## src/rtl/exe_writeback_pkg.sv

```systemverilog
// Shared constants for the execute writeback stage.
// Also provides the scoreboard id width fallback when the shared defines are absent.
`ifndef SCOREBOARD_SIZE_WIDTH
`define SCOREBOARD_SIZE_WIDTH 4
`endif

package exe_writeback_pkg;
  localparam int RD_W  = 5;
  localparam int VAL_W = 64;

  // Requester slots on the MDU/LSU arbiter.
  localparam int MDU_IDX = 0;
  localparam int LSU_IDX = 1;

  // x0 still completes in the scoreboard but never writes the register file.
  function automatic logic rf_write_en(input logic valid, input logic [RD_W-1:0] rd);
    return valid & (rd != '0);
  endfunction
endpackage

```

## src/rtl/exe_writeback_if.sv

```systemverilog
// Execute-unit results in, single writeback port out.
// The master side is the set of execute units plus the writeback consumers.
interface exe_writeback_if
  import exe_writeback_pkg::*;
#(
  parameter int SID_W = `SCOREBOARD_SIZE_WIDTH,
  parameter int CNT_W = 32
);
  logic             flush_i;
  logic             alu_valid_i;
  logic [SID_W-1:0] alu_sid_i;
  logic [RD_W-1:0]  alu_rd_i;
  logic [VAL_W-1:0] alu_value_i;
  logic             mdu_valid_i;
  logic             mdu_ready_o;
  logic [SID_W-1:0] mdu_sid_i;
  logic [RD_W-1:0]  mdu_rd_i;
  logic [VAL_W-1:0] mdu_value_i;
  logic             lsu_valid_i;
  logic             lsu_ready_o;
  logic [SID_W-1:0] lsu_sid_i;
  logic [RD_W-1:0]  lsu_rd_i;
  logic [VAL_W-1:0] lsu_value_i;
  logic             wb_valid_o;
  logic [SID_W-1:0] wb_sid_o;
  logic [RD_W-1:0]  wb_rd_o;
  logic [VAL_W-1:0] wb_value_o;
  logic             wb_rf_we_o;
  logic [CNT_W-1:0] wb_conflict_cnt_o;

  modport slave (
    input  flush_i,
    input  alu_valid_i, alu_sid_i, alu_rd_i, alu_value_i,
    input  mdu_valid_i, mdu_sid_i, mdu_rd_i, mdu_value_i,
    output mdu_ready_o,
    input  lsu_valid_i, lsu_sid_i, lsu_rd_i, lsu_value_i,
    output lsu_ready_o,
    output wb_valid_o, wb_sid_o, wb_rd_o, wb_value_o, wb_rf_we_o, wb_conflict_cnt_o
  );

  modport master (
    output flush_i,
    output alu_valid_i, alu_sid_i, alu_rd_i, alu_value_i,
    output mdu_valid_i, mdu_sid_i, mdu_rd_i, mdu_value_i,
    input  mdu_ready_o,
    output lsu_valid_i, lsu_sid_i, lsu_rd_i, lsu_value_i,
    input  lsu_ready_o,
    input  wb_valid_o, wb_sid_o, wb_rd_o, wb_value_o, wb_rf_we_o, wb_conflict_cnt_o
  );
endinterface

```

## src/rtl/exe_writeback_rr_arb2.sv

```systemverilog
// Two-requester round-robin arbiter; rr=0 prefers req[0], rr=1 prefers req[1].
// Ready per slot is independent of that slot's own request.
module wb_rr_arb2 (
  input  logic       clk,
  input  logic       rst_n,
  input  logic [1:0] req,
  input  logic       block,
  output logic [1:0] gnt,
  output logic [1:0] rdy
);
  logic r_rr;

  assign rdy[0] = ~block & (~req[1] | ~r_rr);
  assign rdy[1] = ~block & (~req[0] |  r_rr);
  assign gnt    = req & rdy;

  // Pointer moves to the other requester only after a real transfer.
  always_ff @(posedge clk or negedge rst_n) begin
    if (!rst_n) begin
      r_rr <= 1'b0;
    end else if (gnt[0]) begin
      r_rr <= 1'b1;
    end else if (gnt[1]) begin
      r_rr <= 1'b0;
    end
  end
endmodule

```

## src/rtl/exe_writeback.sv

```systemverilog
// Writeback stage: ALU always wins, MDU/LSU share the leftover cycles round-robin.
// One registered result per cycle feeds the register file, scoreboard and bypass.
module exe_writeback
  import exe_writeback_pkg::*;
#(
  parameter int SID_W = `SCOREBOARD_SIZE_WIDTH,
  parameter int CNT_W = 32
) (
  input logic            clk,
  input logic            rst_n,
  exe_writeback_if.slave wb_if
);
  logic             w_block;
  logic             w_alu_gnt;
  logic [1:0]       w_req;
  logic [1:0]       w_gnt;
  logic [1:0]       w_rdy;
  logic             w_conflict;

  logic             r_valid;
  logic [SID_W-1:0] r_sid;
  logic [RD_W-1:0]  r_rd;
  logic [VAL_W-1:0] r_value;
  logic [CNT_W-1:0] r_cnt;

  assign w_block   = wb_if.flush_i | wb_if.alu_valid_i;
  assign w_alu_gnt = ~wb_if.flush_i & wb_if.alu_valid_i;

  assign w_req[MDU_IDX] = wb_if.mdu_valid_i;
  assign w_req[LSU_IDX] = wb_if.lsu_valid_i;

  wb_rr_arb2 u_arb (
    .clk   (clk),
    .rst_n (rst_n),
    .req   (w_req),
    .block (w_block),
    .gnt   (w_gnt),
    .rdy   (w_rdy)
  );

  assign wb_if.mdu_ready_o = w_rdy[MDU_IDX];
  assign wb_if.lsu_ready_o = w_rdy[LSU_IDX];

  // Counted during flush too, since a flushed requester is still being stalled.
  assign w_conflict = (w_req[MDU_IDX] & ~w_rdy[MDU_IDX]) | (w_req[LSU_IDX] & ~w_rdy[LSU_IDX]);

  always_ff @(posedge clk or negedge rst_n) begin
    if (!rst_n) begin
      r_valid <= 1'b0;
      r_sid   <= '0;
      r_rd    <= '0;
      r_value <= '0;
    end else begin
      r_valid <= w_alu_gnt | (|w_gnt);
      if (w_alu_gnt) begin
        r_sid   <= wb_if.alu_sid_i;
        r_rd    <= wb_if.alu_rd_i;
        r_value <= wb_if.alu_value_i;
      end else if (w_gnt[MDU_IDX]) begin
        r_sid   <= wb_if.mdu_sid_i;
        r_rd    <= wb_if.mdu_rd_i;
        r_value <= wb_if.mdu_value_i;
      end else if (w_gnt[LSU_IDX]) begin
        r_sid   <= wb_if.lsu_sid_i;
        r_rd    <= wb_if.lsu_rd_i;
        r_value <= wb_if.lsu_value_i;
      end
    end
  end

  always_ff @(posedge clk or negedge rst_n) begin
    if (!rst_n) begin
      r_cnt <= '0;
    end else if (w_conflict && (r_cnt != {CNT_W{1'b1}})) begin
      r_cnt <= r_cnt + 1'b1;
    end
  end

  assign wb_if.wb_valid_o        = r_valid;
  assign wb_if.wb_sid_o          = r_sid;
  assign wb_if.wb_rd_o           = r_rd;
  assign wb_if.wb_value_o        = r_value;
  assign wb_if.wb_rf_we_o        = rf_write_en(r_valid, r_rd);
  assign wb_if.wb_conflict_cnt_o = r_cnt;
endmodule

```

## src/flat_wrapper.sv

```systemverilog
// flat-port wrapper written by rule: the top's interface ports become plain ports
module exe_writeback_flat import exe_writeback_pkg::*;
#(
  parameter int SID_W = `SCOREBOARD_SIZE_WIDTH,
  parameter int CNT_W = 32
)
  (clk, rst_n, wb_if_flush_i, wb_if_alu_valid_i, wb_if_alu_sid_i, wb_if_alu_rd_i, wb_if_alu_value_i, wb_if_mdu_valid_i, wb_if_mdu_sid_i, wb_if_mdu_rd_i, wb_if_mdu_value_i, wb_if_mdu_ready_o, wb_if_lsu_valid_i, wb_if_lsu_sid_i, wb_if_lsu_rd_i, wb_if_lsu_value_i, wb_if_lsu_ready_o, wb_if_wb_valid_o, wb_if_wb_sid_o, wb_if_wb_rd_o, wb_if_wb_value_o, wb_if_wb_rf_we_o, wb_if_wb_conflict_cnt_o);
  exe_writeback_if #(.SID_W(SID_W), .CNT_W(CNT_W)) wb_if_i ();
  input logic clk;
  input logic rst_n;
  input wire logic [$bits(wb_if_i.flush_i)-1:0] wb_if_flush_i;
  input wire logic [$bits(wb_if_i.alu_valid_i)-1:0] wb_if_alu_valid_i;
  input wire logic [$bits(wb_if_i.alu_sid_i)-1:0] wb_if_alu_sid_i;
  input wire logic [$bits(wb_if_i.alu_rd_i)-1:0] wb_if_alu_rd_i;
  input wire logic [$bits(wb_if_i.alu_value_i)-1:0] wb_if_alu_value_i;
  input wire logic [$bits(wb_if_i.mdu_valid_i)-1:0] wb_if_mdu_valid_i;
  input wire logic [$bits(wb_if_i.mdu_sid_i)-1:0] wb_if_mdu_sid_i;
  input wire logic [$bits(wb_if_i.mdu_rd_i)-1:0] wb_if_mdu_rd_i;
  input wire logic [$bits(wb_if_i.mdu_value_i)-1:0] wb_if_mdu_value_i;
  output wire logic [$bits(wb_if_i.mdu_ready_o)-1:0] wb_if_mdu_ready_o;
  input wire logic [$bits(wb_if_i.lsu_valid_i)-1:0] wb_if_lsu_valid_i;
  input wire logic [$bits(wb_if_i.lsu_sid_i)-1:0] wb_if_lsu_sid_i;
  input wire logic [$bits(wb_if_i.lsu_rd_i)-1:0] wb_if_lsu_rd_i;
  input wire logic [$bits(wb_if_i.lsu_value_i)-1:0] wb_if_lsu_value_i;
  output wire logic [$bits(wb_if_i.lsu_ready_o)-1:0] wb_if_lsu_ready_o;
  output wire logic [$bits(wb_if_i.wb_valid_o)-1:0] wb_if_wb_valid_o;
  output wire logic [$bits(wb_if_i.wb_sid_o)-1:0] wb_if_wb_sid_o;
  output wire logic [$bits(wb_if_i.wb_rd_o)-1:0] wb_if_wb_rd_o;
  output wire logic [$bits(wb_if_i.wb_value_o)-1:0] wb_if_wb_value_o;
  output wire logic [$bits(wb_if_i.wb_rf_we_o)-1:0] wb_if_wb_rf_we_o;
  output wire logic [$bits(wb_if_i.wb_conflict_cnt_o)-1:0] wb_if_wb_conflict_cnt_o;
  assign wb_if_i.flush_i = wb_if_flush_i;
  assign wb_if_i.alu_valid_i = wb_if_alu_valid_i;
  assign wb_if_i.alu_sid_i = wb_if_alu_sid_i;
  assign wb_if_i.alu_rd_i = wb_if_alu_rd_i;
  assign wb_if_i.alu_value_i = wb_if_alu_value_i;
  assign wb_if_i.mdu_valid_i = wb_if_mdu_valid_i;
  assign wb_if_i.mdu_sid_i = wb_if_mdu_sid_i;
  assign wb_if_i.mdu_rd_i = wb_if_mdu_rd_i;
  assign wb_if_i.mdu_value_i = wb_if_mdu_value_i;
  assign wb_if_mdu_ready_o = wb_if_i.mdu_ready_o;
  assign wb_if_i.lsu_valid_i = wb_if_lsu_valid_i;
  assign wb_if_i.lsu_sid_i = wb_if_lsu_sid_i;
  assign wb_if_i.lsu_rd_i = wb_if_lsu_rd_i;
  assign wb_if_i.lsu_value_i = wb_if_lsu_value_i;
  assign wb_if_lsu_ready_o = wb_if_i.lsu_ready_o;
  assign wb_if_wb_valid_o = wb_if_i.wb_valid_o;
  assign wb_if_wb_sid_o = wb_if_i.wb_sid_o;
  assign wb_if_wb_rd_o = wb_if_i.wb_rd_o;
  assign wb_if_wb_value_o = wb_if_i.wb_value_o;
  assign wb_if_wb_rf_we_o = wb_if_i.wb_rf_we_o;
  assign wb_if_wb_conflict_cnt_o = wb_if_i.wb_conflict_cnt_o;
  exe_writeback #(.SID_W(SID_W), .CNT_W(CNT_W)) u_core (.clk(clk), .rst_n(rst_n), .wb_if(wb_if_i));
endmodule
```

## config.mk

```make
export PLATFORM = sky130hd
export DESIGN_NAME = exe_writeback_flat
export DESIGN_NICKNAME = d
export VERILOG_FILES = /design/src/rtl/exe_writeback_pkg.sv /design/src/rtl/exe_writeback_if.sv /design/src/rtl/exe_writeback_rr_arb2.sv /design/src/rtl/exe_writeback.sv /design/src/flat_wrapper.sv
export SDC_FILE = /design/constraint.sdc
export NUM_CORES = 1
export LEC_CHECK = 0
export BUFFER_PORTS_ARGS = -buffer_cell sky130_fd_sc_hd__buf_2
export CAP_MARGIN = 10
export CORE_AREA = 5 5 126 128
export CTS_CLUSTER_SIZE = 40
export DETAILED_ROUTE_END_ITERATION = 6
export DIE_AREA = 0 0 131 133
export PLACE_DENSITY_LB_ADDON = 0.08
export SYNTH_ARGS = -nofsm -noshare
export SYNTH_HDL_FRONTEND = slang
export SYNTH_SLANG_ARGS = --single-unit
```

## constraint.sdc

```tcl
create_clock -name clk -period 1.7 [get_ports clk]
set_input_delay 0.17 -clock clk [delete_from_list [all_inputs] [get_ports clk]]
set_output_delay 0.17 -clock clk [all_outputs]
set_load 0.05 [all_outputs]
```

==> results of run 1 <==
[state kept, by name, indices dropped and copies added (netlist names)]
register	cells
u_core.wb_if.wb_value_o	64
u_core.wb_if.wb_conflict_cnt_o	32
u_core.wb_if.wb_rd_o	5
u_core.wb_if.wb_sid_o	4
u_core.u_arb.r_rr	1
u_core.wb_if.wb_valid_o	1
[power groups by stage]
stage	logic, mW	registers, mW	clock network, mW
floorplan	0.700	4.29	0
CTS	2.91	3.11	2.60
global placement	2.88	3.14	0
global route	3.13	3.14	2.71
finish	2.95	3.11	2.54
detailed placement	2.89	3.16	0
[critical path: stages (launching register included)]
cell	delay, ns
dfrtp_1	0.37
or4_1	0.51
o21a_1	0.21
buf_6	0.15
[cells by family (layout without fill, tap and decap cells)]
family	count (synthesis)	count (layout)	share of synthesized area, %
fa+ha+maj	1	1	0.2398
simple gates	227	227	19.69
flops	107	107	51.33
mux	2	2	0.4078
xor+xnor	30	30	5.325
other cells	0	2	0
compound gates	154	154	18.54
buf+inv	53	418	4.461
[final cells by class]
| cell class | instances | area [µm²] | area share, % |
|---|---|---|---|
| Multi-Input combinational cell | 414 | 2554 | 31.32 |
| Inverter | 4 | 15.01 | 0.1841 |
| Antenna cell | 2 | 5.005 | 0.06138 |
| Clock buffer | 11 | 242.7 | 2.977 |
| Clock inverter | 5 | 125.1 | 1.534 |
| Timing Repair Buffer | 398 | 2265 | 27.77 |
| Sequential cell | 107 | 2713 | 33.27 |
| Tap cell | 188 | 235.2 | 2.885 |
[Yosys cell counts, types with 2 or more instances]
master / number / area (µm²)
a21oi_1: 2 / 10.01
a31oi_1: 73 / 456.7
xnor2_1: 23 / 201.4
clkbuf_1: 33 / 123.9
nor2_1: 11 / 41.29
xor2_1: 5 / 43.79
o22ai_1: 73 / 456.7
buf_2: 12 / 60.06
nand2_1: 155 / 581.8
dfrtp_1: 107 / 2678
and3_1: 9 / 56.30
and4_4: 2 / 22.52
xnor2_2: 2 / 32.53
buf_6: 2 / 22.52
and4_1: 5 / 43.79
inv_1: 4 / 15.01
or3_4: 2 / 22.52
nand3_1: 10 / 50.05
nor3_1: 5 / 25.02
nand4_1: 20 / 125.1
and2_1: 2 / 12.51
[worst min-delay path by stage]
stage / endpoint / slack (ns) / cells after the start
2_1_floorplan: u_core.u_arb.r_rr / -0.13 / 0
3_3_place_gp: u_core.wb_if.wb_value_o[16] / 0.19 / 1
3_5_place_dp: u_core.wb_if.wb_value_o[16] / 0.19 / 1
4_1_cts: u_core.wb_if.wb_value_o[47] / 0.06 / 3
5_1_grt: u_core.wb_if.wb_value_o[47] / 0.07 / 3
6_report: u_core.wb_if.wb_value_o[37] / 0.07 / 3
[per-layer routing]
| metal | wire length [µm] | up-vias | global-route usage, % |
|---|---|---|---|
| met5 | 0 | - | 0 |
| met4 | 671 | 0 | 8.971 |
| li1 | - | 2806 | - |
| met2 | 10680 | 233 | 39.50 |
| met1 | 8073 | 2905 | 28.13 |
| met3 | 1582 | 45 | 4.643 |
[through the flow]
stage          worst slack, ns  total power [mW]  std cells  area [µm²]
4_1_cts               -0.06900             8.613       1118        8036
3_3_place_gp          -0.02989             6.014       1099        7620
5_1_grt                -0.1112             8.984       1129        8154
2_1_floorplan          -0.1845             4.992        574        5630
3_5_place_dp          -0.08323             6.045       1099        7620
6_report              -0.05397             8.601       1129        8154
[what timing repair did]
| item | 4_1_cts | 5_1_grt |
|---|---|---|
| endpoints found under the hold margin | 36 | 0 |
| buffers inserted | 2 | 9 |
| pin swaps | 2 | 10 |
| gates resized for setup | 8 | 12 |
| hold buffers | 1 | 0 |
| setup endpoints to repair | 17 | 16 |
==> summary.txt, run 1 <==
Die
  • Core Rows: 45
  • Die W: approximately 130 µm
  • Total I/O pin count: 334
  • Initial Util: 35.36%
  • Die ar.: approximately 17000 µm²
  • Die Y: around 130 µm
  • Core Box Area: around 15000 µm²

Pwr
  • Sequential Power Share: 36.1%
  • LEAKAGE: 3.907 nW
  • P per Cell Area: 1055 nW/µm²
  • Cell Int Power: 5.448 mW
  • Sw power: roughly 3.2 mW
  • Sw Share: 36.65%
  • Portion of total power attributed to the clock network: between 20% and 30%
  • Maximum VDD drop: between 1 and 1.5 mV
  • Comb power frac: between 30% and 40%

GRT
  • Largest net degree at the start of global routing: 71
  • Vias in the first global route: 5962
  • GR Overflow Total: 0
  • Initial antenna violation count: 2
  • All-Layer GR Usage: 23.06%
  • First-pass GRT wire length: roughly 32000 µm

Yosys
  • Mapped Avg Cell Area: 9.088 µm²
  • Net count after synthesis: 800
  • Synth Flop Type: dfrtp_1
  • Post-Syn Instances: 574
  • Post-synthesis sequential area ratio: 51.33%
  • Share of flip-flops with an asynchronous set or reset: 100.0%
  • Post-synth EDFFs: 0
  • Synth cell types: 38
  • Post-Syn Area: around 5200 µm²
  • Synth Register Bits: 107
  • Synth warn: 0

Cells and area
  • Most frequent cells in the layout: 331 x buf_2, 95 x nand2_1, 79 x dfrtp_1
  • Layout cells sized above 1: 56.23%
  • Commonest non-fill, non-tap cell in the layout: buf_2
  • Finished Core Util: 55.28%
  • Nets: 1160
  • Fill cell count: about 1400
  • Area growth syn-to-layout: 56.32%

Min path
  • Hold Path Origin: wb_if_mdu_value_i[37]
  • Worst Hold Class: in -> reg

Clocking
  • Clock transition at path regs: 0.07 ns
  • CTS Buf Count: 9
  • Clock root buffer: clkbuf_16
  • Htree depth: 3
  • CTS tree: built
  • CTS Buffer Depth: 2
  • CTS Sinks: between 100 and 150
  • Clk Latency, worst-skew pair: 0.35 ns

STA
  • Total negative setup slack: -0.05397 ns
  • Worst-margin pin slew: approximately 0.56 ns
  • Hold Vio Cnt, Final: 0
  • Slew HR: between 60% and 70%
  • Count of final max-slew check failures: 0
  • Final hold slack: just over 0.07 ns
  • Clock Skews: 0.009767 ns
  • Final worst slack: -0.05397 ns
  • Minimum clock period: 1.754 ns
  • RSZ-0062 raised after global routing: true
  • Final worst-path cycle share: 103.2%
  • Fmax: around 570 MHz
  • Final setup violation count: 1

Place
  • Gpl congestion: 0.8529
  • DP Wirelength: 16100 µm
  • I/O Buffers: 333

Route
  • DRT iter0 DRCs: roughly 340
  • Wire length per cell: 18.61 µm
  • Via density: 5.305
  • Routed Antenna Nets: 0
  • DRC: 0
  • DRT Wirelength: 21010 µm
  • Drt first pass iters: 4
  • Routed via count: 5989

Setup path
  • Crit end category: output port
  • Crit path required time: 1.53 ns
  • Critical Path Source: u_core.wb_if.wb_rd_o[2]
  • Critical path fanouts, max: 2
  • Critical R2R Capture: u_core.wb_if.wb_conflict_cnt_o[30]
  • Startpoint Class: register
  • WS Path Type: reg -> out
  • Setup crit end: wb_if_wb_rf_we_o
  • Worst EP arrival: 1.58 ns
  • RR Startpoint: u_core.wb_if.wb_conflict_cnt_o[3]
  • R2r setup slk: 0.02 ns
  • Reg2Reg Depth: 6

Outcome
  • Status: finished, violations left
  • Failing checks: negative setup slack

Run
  • Number of max-cap violations: 0
Note: power is estimated with default switching activity, not from simulation.
==> inputs of run 2 (changes only) <==
--- a/config.mk
+++ b/config.mk
@@ -7,10 +7,13 @@
 export LEC_CHECK = 0
 export BUFFER_PORTS_ARGS = -buffer_cell sky130_fd_sc_hd__buf_2
 export CAP_MARGIN = 10
-export CORE_AREA = 5 5 126 128
+export CELL_PAD_IN_SITES_DETAIL_PLACEMENT = 0
+export CELL_PAD_IN_SITES_GLOBAL_PLACEMENT = 2
+export CORE_MARGIN = 5
+export CORE_UTILIZATION = 20
 export CTS_CLUSTER_SIZE = 40
 export DETAILED_ROUTE_END_ITERATION = 6
-export DIE_AREA = 0 0 131 133
+export GPL_ROUTABILITY_DRIVEN = 0
 export PLACE_DENSITY_LB_ADDON = 0.08
 export SYNTH_ARGS = -nofsm -noshare
 export SYNTH_HDL_FRONTEND = slang
==> summary.txt, run 2 (synthesized netlist as in run 1, its figures left out) <==
GRT
  • First-pass GRT wire length: about 37000 µm
  • GR Overflow Total: 0
  • Initial antenna violation count: 7
  • Vias in the first global route: between 6000 and 7000
  • Largest net degree at the start of global routing: 72
  • All-Layer GR Usage: 16.16%

Clocking
  • Htree depth: 3
  • CTS tree: built
  • Clk Latency, worst-skew pair: ~0.35 ns
  • CTS Sinks: 107
  • CTS Buf Count: 9
  • CTS Buffer Depth: 2
  • Clock root buffer: clkbuf_16
  • Clock transition at path regs: ~0.080 ns

STA
  • Worst-margin pin slew: 0.4200 ns
  • Count of final max-slew check failures: 0
  • Final hold slack: 0.07005 ns
  • Total negative setup slack: -0.05760 ns
  • Hold Vio Cnt, Final: 0
  • Minimum clock period: about 1.8 ns
  • Final worst slack: -0.05234 ns
  • Final worst-path cycle share: 103.1%
  • Final setup violation count: 2
  • Slew HR: approximately 72%
  • Fmax: 570.7 MHz
  • RSZ-0062 raised after global routing: true
  • Clock Skews: 0.007702 ns

Route
  • DRC: 0
  • Routed via count: 5994
  • Via density: 4.654
  • DRT Wirelength: 25110 µm
  • DRT iter0 DRCs: 227
  • Wire length per cell: 19.49 µm
  • Routed Antenna Nets: 0
  • Drt first pass iters: 4

Setup path
  • Worst EP arrival: 1.58 ns
  • Crit path required time: about 1.5 ns
  • WS Path Type: reg -> out
  • Startpoint Class: register
  • Crit end category: output port
  • Reg2Reg Depth: 5
  • Critical path fanouts, max: 2

Pwr
  • Maximum VDD drop: 0.7556 mV
  • P per Cell Area: 972.9 nW/µm²
  • LEAKAGE: 3.889 nW

Cells and area
  • FF/Latch Area: 2713 µm²
  • Finished Layout Cells: approximately 1300
  • Nets: 1167
  • Multi-input gate area: 2577 µm²
  • Most frequent cells in the layout: 331 x buf_2, 95 x nand2_1, 79 x dfrtp_1
  • Layout cells sized above 1: 57.08%
  • Area growth syn-to-layout: 60.59%
  • Finished Core Util: 32.42%
  • Commonest non-fill, non-tap cell in the layout: buf_2
  • Fill cell count: approximately 2900
  • Max reg flops: 64

Place
  • DP Wirelength: 18680 µm
  • I/O Buffers: roughly 330
  • Worst slack, placed: -0.09421 ns
  • Placed Cells: around 1300

Run
  • Number of max-cap violations: 0

Die
  • Initial Util: 20.19%
  • Die Y: 171.5 µm
  • Core Rows: 59
  • Die ar.: 29410 µm²
  • Core Box Area: between 20000 and 30000 µm²
  • Die W: around 170 µm
  • Total I/O pin count: 334

Min path
  • Hold depth: 3
  • Worst Hold Class: in -> reg

Outcome
  • Failing checks: negative setup slack
  • Status: finished, violations left
[run 2: cell count changes in the layout (fill, tap and decap cells not counted), moves of 2 or more]
cell / change
diode_2: +5
buf_12: +4
bufinv_16: -4
clkinvlp_4: +3
nand3_1: -3
nand3_2: +3
nor2_1: -3
nor2_2: +3
and2_2: -2
buf_4: +2
clkbuf_1: +2
[run 2: metal layers]
layer | vias to the layer above | global-route usage [%] | routed length, µm
met2 | 229 | 27.96 | 12440
met4 | 2 | 5.994 | 640
met1 | 2902 | 19.89 | 10210
met3 | 39 | 3.241 | 1807
li1 | 2822 | - | -
met5 | - | 0 | 13
[run 2: power by group]
part / switching, mW / internal, mW / total, mW
clock network: 1.02 / 0.998 / 2.02
logic: 2.08 / 0.986 / 3.07
registers: 0.180 / 2.88 / 3.06
total: 3.28 / 4.87 / 8.15
[run 2: critical path, stage by stage (launching register included)]
cell     delay (ns)
dfrtp_1        0.38
or4_1          0.51
o21a_1         0.19
buf_6          0.15
[run 2: cell type report]
| type | count | share of cell area (%) |
|---|---|---|
| flip-flops and latches | 107 | 32.38 |
| multi-input cells | 414 | 30.77 |
| repair buffers | 405 | 28.30 |
| well taps | 335 | 5.004 |
| clock buffers | 12 | 2.823 |
| clock inverters | 4 | 0.3286 |
| diodes | 7 | 0.2091 |
| inverters | 4 | 0.1792 |
[run 2: worst paths after layout]
path                                                    start                                  to  slack, ns
max                                   u_core.wb_if.wb_rd_o[0]                    wb_if_wb_rf_we_o      -0.05
min                                        wb_if_lsu_sid_i[1]            u_core.wb_if.wb_sid_o[1]       0.07
max reg2reg                 u_core.wb_if.wb_conflict_cnt_o[5]   u_core.wb_if.wb_conflict_cnt_o[1]      -0.01
min reg2reg                u_core.wb_if.wb_conflict_cnt_o[18]  u_core.wb_if.wb_conflict_cnt_o[18]       0.50
max in group asynchronous                               rst_n  u_core.wb_if.wb_conflict_cnt_o[24]       0.99
min in group asynchronous                               rst_n         u_core.wb_if.wb_value_o[47]       0.37
[run 2: through the flow]
step,cell area (µm²),power (mW)
2_1_floorplan,5630,4.992
3_3_place_gp,7891,6.127
3_5_place_dp,7891,6.145
4_1_cts,8223,8.245
5_1_grt,8374,8.593
6_report,8377,8.150
[run 2: repair_timing]
action	CTS	global route
hold buffers	1	0
buffers inserted	4	9
setup endpoints to repair	23	29
cloned	1	0
pin swaps	5	22
resized for setup	7	22
hold endpoints to repair	107	0
==> inputs of run 3 (changes only) <==
--- a/config.mk
+++ b/config.mk
@@ -5,12 +5,13 @@
 export SDC_FILE = /design/constraint.sdc
 export NUM_CORES = 1
 export LEC_CHECK = 0
+export ABC_AREA = 1
 export BUFFER_PORTS_ARGS = -buffer_cell sky130_fd_sc_hd__buf_2
 export CAP_MARGIN = 10
 export CELL_PAD_IN_SITES_DETAIL_PLACEMENT = 0
 export CELL_PAD_IN_SITES_GLOBAL_PLACEMENT = 2
 export CORE_MARGIN = 5
-export CORE_UTILIZATION = 20
+export CORE_UTILIZATION = 21
 export CTS_CLUSTER_SIZE = 40
 export DETAILED_ROUTE_END_ITERATION = 6
 export GPL_ROUTABILITY_DRIVEN = 0
==> summary.txt, run 3 <==
Clocking
  • Clock root buffer: clkbuf_16
  • CTS Buffer Depth: 2
  • Post-CTS Setup Inserts: 0
  • Clk Latency, worst-skew pair: 0.36 ns
  • CTS Sinks: between 100 and 150
  • Htree depth: 3
  • CTS tree: built
  • CTS Buf Count: 9
  • Clock transition at path regs: 0.08 ns

Cells and area
  • Max reg flops: 64
  • Design Area, Final: 9555 µm²
  • Finished Core Util: between 30% and 40%
  • Area growth syn-to-layout: 44.28%
  • Most frequent cells in the layout: 423 x nand2_1, 330 x buf_2, 119 x nor2_1
  • Commonest non-fill, non-tap cell in the layout: nand2_1
  • Layout cells sized above 1: 31.61%
  • Fill cell count: between 3000 and 4000
  • Nets: 1591

Die
  • Die ar.: approximately 35000 µm²
  • Die Y: 187.6 µm
  • Core Box Area: between 30000 and 40000 µm²
  • Total I/O pin count: roughly 330
  • Initial Util: 21.15%
  • Core Rows: 65
  • Die W: 187.6 µm

Yosys
  • Synth top area share: 40.43%
  • Post-Syn Instances: 1025
  • Xor and xnor area share after synthesis: under 10%
  • Synth Flop Type: dfrtp_1
  • Largest family of logic cells by synthesized area: simple AND/OR/NAND/NOR gates
  • Leading cell type by number of instances after synthesis: nand2_1
  • Adder-cell share of the synthesized area: 0.1889%
  • Post-synthesis mux area share: 0%
  • Area contributors post-synth: dfrtp_1 40%, nand2_1 24%, nor2_1 7.2%, nand3_1 7.0%, a21oi_1 5.7%
  • Post-synthesis sequential area ratio: 40.43%
  • Post-Syn Area: 6623 µm²
  • Synth Register Bits: 107
  • Top cells by count, synth: 424 x nand2_1, 127 x nor2_1, 107 x dfrtp_1, 93 x nand3_1, 76 x a21oi_1
  • Net count after synthesis: approximately 1300
  • Share of flip-flops with an asynchronous set or reset: 100.0%
  • Synth warn: 0
  • Mapped Avg Cell Area: approximately 6.5 µm²
  • Leading area contributor after synthesis: dfrtp_1
  • Synth Area in Simple Gates: 39.49%
  • Synth Area in Compound Gates: 11.90%
  • Synth cell types: 25
  • Post-synth EDFFs: 0

Place
  • DP Wirelength: 24260 µm
  • DP Area: between 9000 and 10000 µm²
  • I/O Buffers: 333

Route
  • Routed via count: 7655
  • Drt first pass iters: 6
  • Wire length per cell: 17.79 µm
  • Routed Antenna Nets: 0
  • DRC: 0
  • DRT iter0 DRCs: 290
  • DRT Wirelength: 31630 µm
  • Via density: 4.305

Min path
  • Worst Hold End: u_core.wb_if.wb_value_o[6]
  • Worst Hold Class: in -> reg
  • Hold depth: 3
  • Hold Path Origin: wb_if_alu_value_i[6]

Setup path
  • Largest stage delay, worst path: about 0.40 ns
  • Crit end category: output port
  • Critical-path top delay cell: dfrtp_1
  • Startpoint Class: register
  • Worst EP arrival: 1.44 ns
  • WS Path Type: reg -> out
  • RR Startpoint: u_core.wb_if.wb_conflict_cnt_o[1]
  • Crit path required time: 1.53 ns
  • Critical R2R Capture: u_core.wb_if.wb_conflict_cnt_o[31]
  • Reg2Reg Depth: 10
  • Worst path cell trace: or2_4 -> o41ai_2 -> inv_1 -> buf_6
  • Critical path fanouts, max: 3
  • R2r setup slk: 0.16 ns

Pwr
  • Comb power frac: a little under two fifths
  • Maximum VDD drop: about 0.46 mV
  • LEAKAGE: 5.042 nW
  • Sequential Power Share: 36.7%
  • Sw Share: 42.16%
  • P per Cell Area: 896.0 nW/µm²
  • Portion of total power attributed to the clock network: 25.9%
  • Cell Int Power: 4.952 mW
  • Sw power: 3.610 mW

STA
  • Final setup violation count: 0
  • Slew HR: 55.39%
  • Worst-margin pin slew: between 0.6 and 0.7 ns
  • Hold Vio Cnt, Final: 0
  • Clock Skews: 0.01030 ns
  • Fmax: 620.5 MHz
  • Minimum clock period: 1.612 ns
  • Count of final max-slew check failures: 0
  • RSZ-0062 raised after global routing: true
  • Final worst-path cycle share: 94.81%

GRT
  • All-Layer GR Usage: 17.75%
  • Initial antenna violation count: 15
  • Vias in the first global route: 8101
  • Largest net degree at the start of global routing: between 50 and 60
  • GR Overflow Total: 0
  • First-pass GRT wire length: around 50000 µm

Run
  • Number of max-cap violations: 0

Outcome
  • Status: finished, final reports clean
## run 3: layout make-up
class,count,area (µm²),share of cell area [%]
Antenna cell,6,15.01,0.1571
Clock buffer,11,232.7,2.436
Clock inverter,5,55.05,0.5761
Inverter,35,131.4,1.375
Multi-Input combinational cell,821,3587,37.54
Sequential cell,107,2686,28.11
Tap cell,402,503.0,5.264
Timing Repair Buffer,391,2345,24.54
## run 3: through the flow
step	std cells	setup TNS [ns]	hold WS [ns]	power [mW]	setup WS (ns)
after floorplan	1025	0	-0.1256	5.199	0.01032
after global placement	1755	0	0.1115	6.440	0.1116
after detailed placement	1755	0	0.1077	6.437	0.09124
after CTS	1772	-0.005767	0.05900	8.745	-0.005767
after global routing	1775	-0.009620	0.07520	9.083	-0.009620
final	1778	0	0.08235	8.562	0.08830
## run 3: worst max-delay path, delay by kind of cell (launching register included)
family,cells,cell delay (ns)
AOI/OAI and AO/OA,1,0.19
DFF,1,0.40
and+or+nand+nor,1,0.25
buffers and inverters,2,0.24
## run 3: routing by layer
| layer | routed length, µm | vias to the layer above | part of all wire (%) | GRT usage [%] |
|---|---|---|---|---|
| met3 | 2289 | 38 | 7.2 | 6.199 |
| met4 | 464 | 18 | 1.5 | 4.545 |
| met2 | 15900 | 181 | 50 | 31.11 |
| met5 | 109 | - | 0.34 | 0 |
| met1 | 12880 | 3472 | 41 | 20.74 |
| li1 | - | 3946 | - | - |
## run 3: power by group through the flow
stage | registers, mW | logic [mW] | clock network [mW]
finish | 3.14 | 3.21 | 2.21
global route | 3.19 | 3.48 | 2.42
CTS | 3.14 | 3.27 | 2.34
detailed placement | 3.18 | 3.26 | 0
global placement | 3.18 | 3.26 | 0
floorplan | 4.35 | 0.853 | 0
## run 3: logic make-up (layout without fill, tap and decap cells)
group	count (synthesis)	in the layout
other cells	0	6
buf+inv	97	442
fa+ha+maj	1	1
compound gates	156	156
xor+xnor	12	12
simple gates	652	652
flops	107	107
## run 3: worst max path at each step
stage | cells after the start | to | startpoint | slack [ns]
floorplan | 9 | u_core.wb_if.wb_conflict_cnt_o[28] | u_core.wb_if.wb_conflict_cnt_o[8] | 0.01
global placement | 10 | u_core.wb_if.wb_conflict_cnt_o[30] | u_core.wb_if.wb_conflict_cnt_o[6] | 0.11
detailed placement | 11 | u_core.wb_if.wb_value_o[41] | wb_if_flush_i | 0.09
CTS | 4 | wb_if_wb_rf_we_o | u_core.wb_if.wb_rd_o[1] | -0.006
global route | 9 | u_core.wb_if.wb_conflict_cnt_o[31] | u_core.wb_if.wb_conflict_cnt_o[1] | -0.01
finish | 4 | wb_if_wb_rf_we_o | u_core.wb_if.wb_rd_o[1] | 0.09
## run 3: timing repair
| action | in CTS | in global routing |
|---|---|---|
| hold buffers | 1 | 0 |
| endpoints found under the setup margin | 2 | 28 |
| pin swaps | 0 | 0 |
| gates resized for setup | 4 | 8 |
| hold endpoints to repair | 18 | 0 |
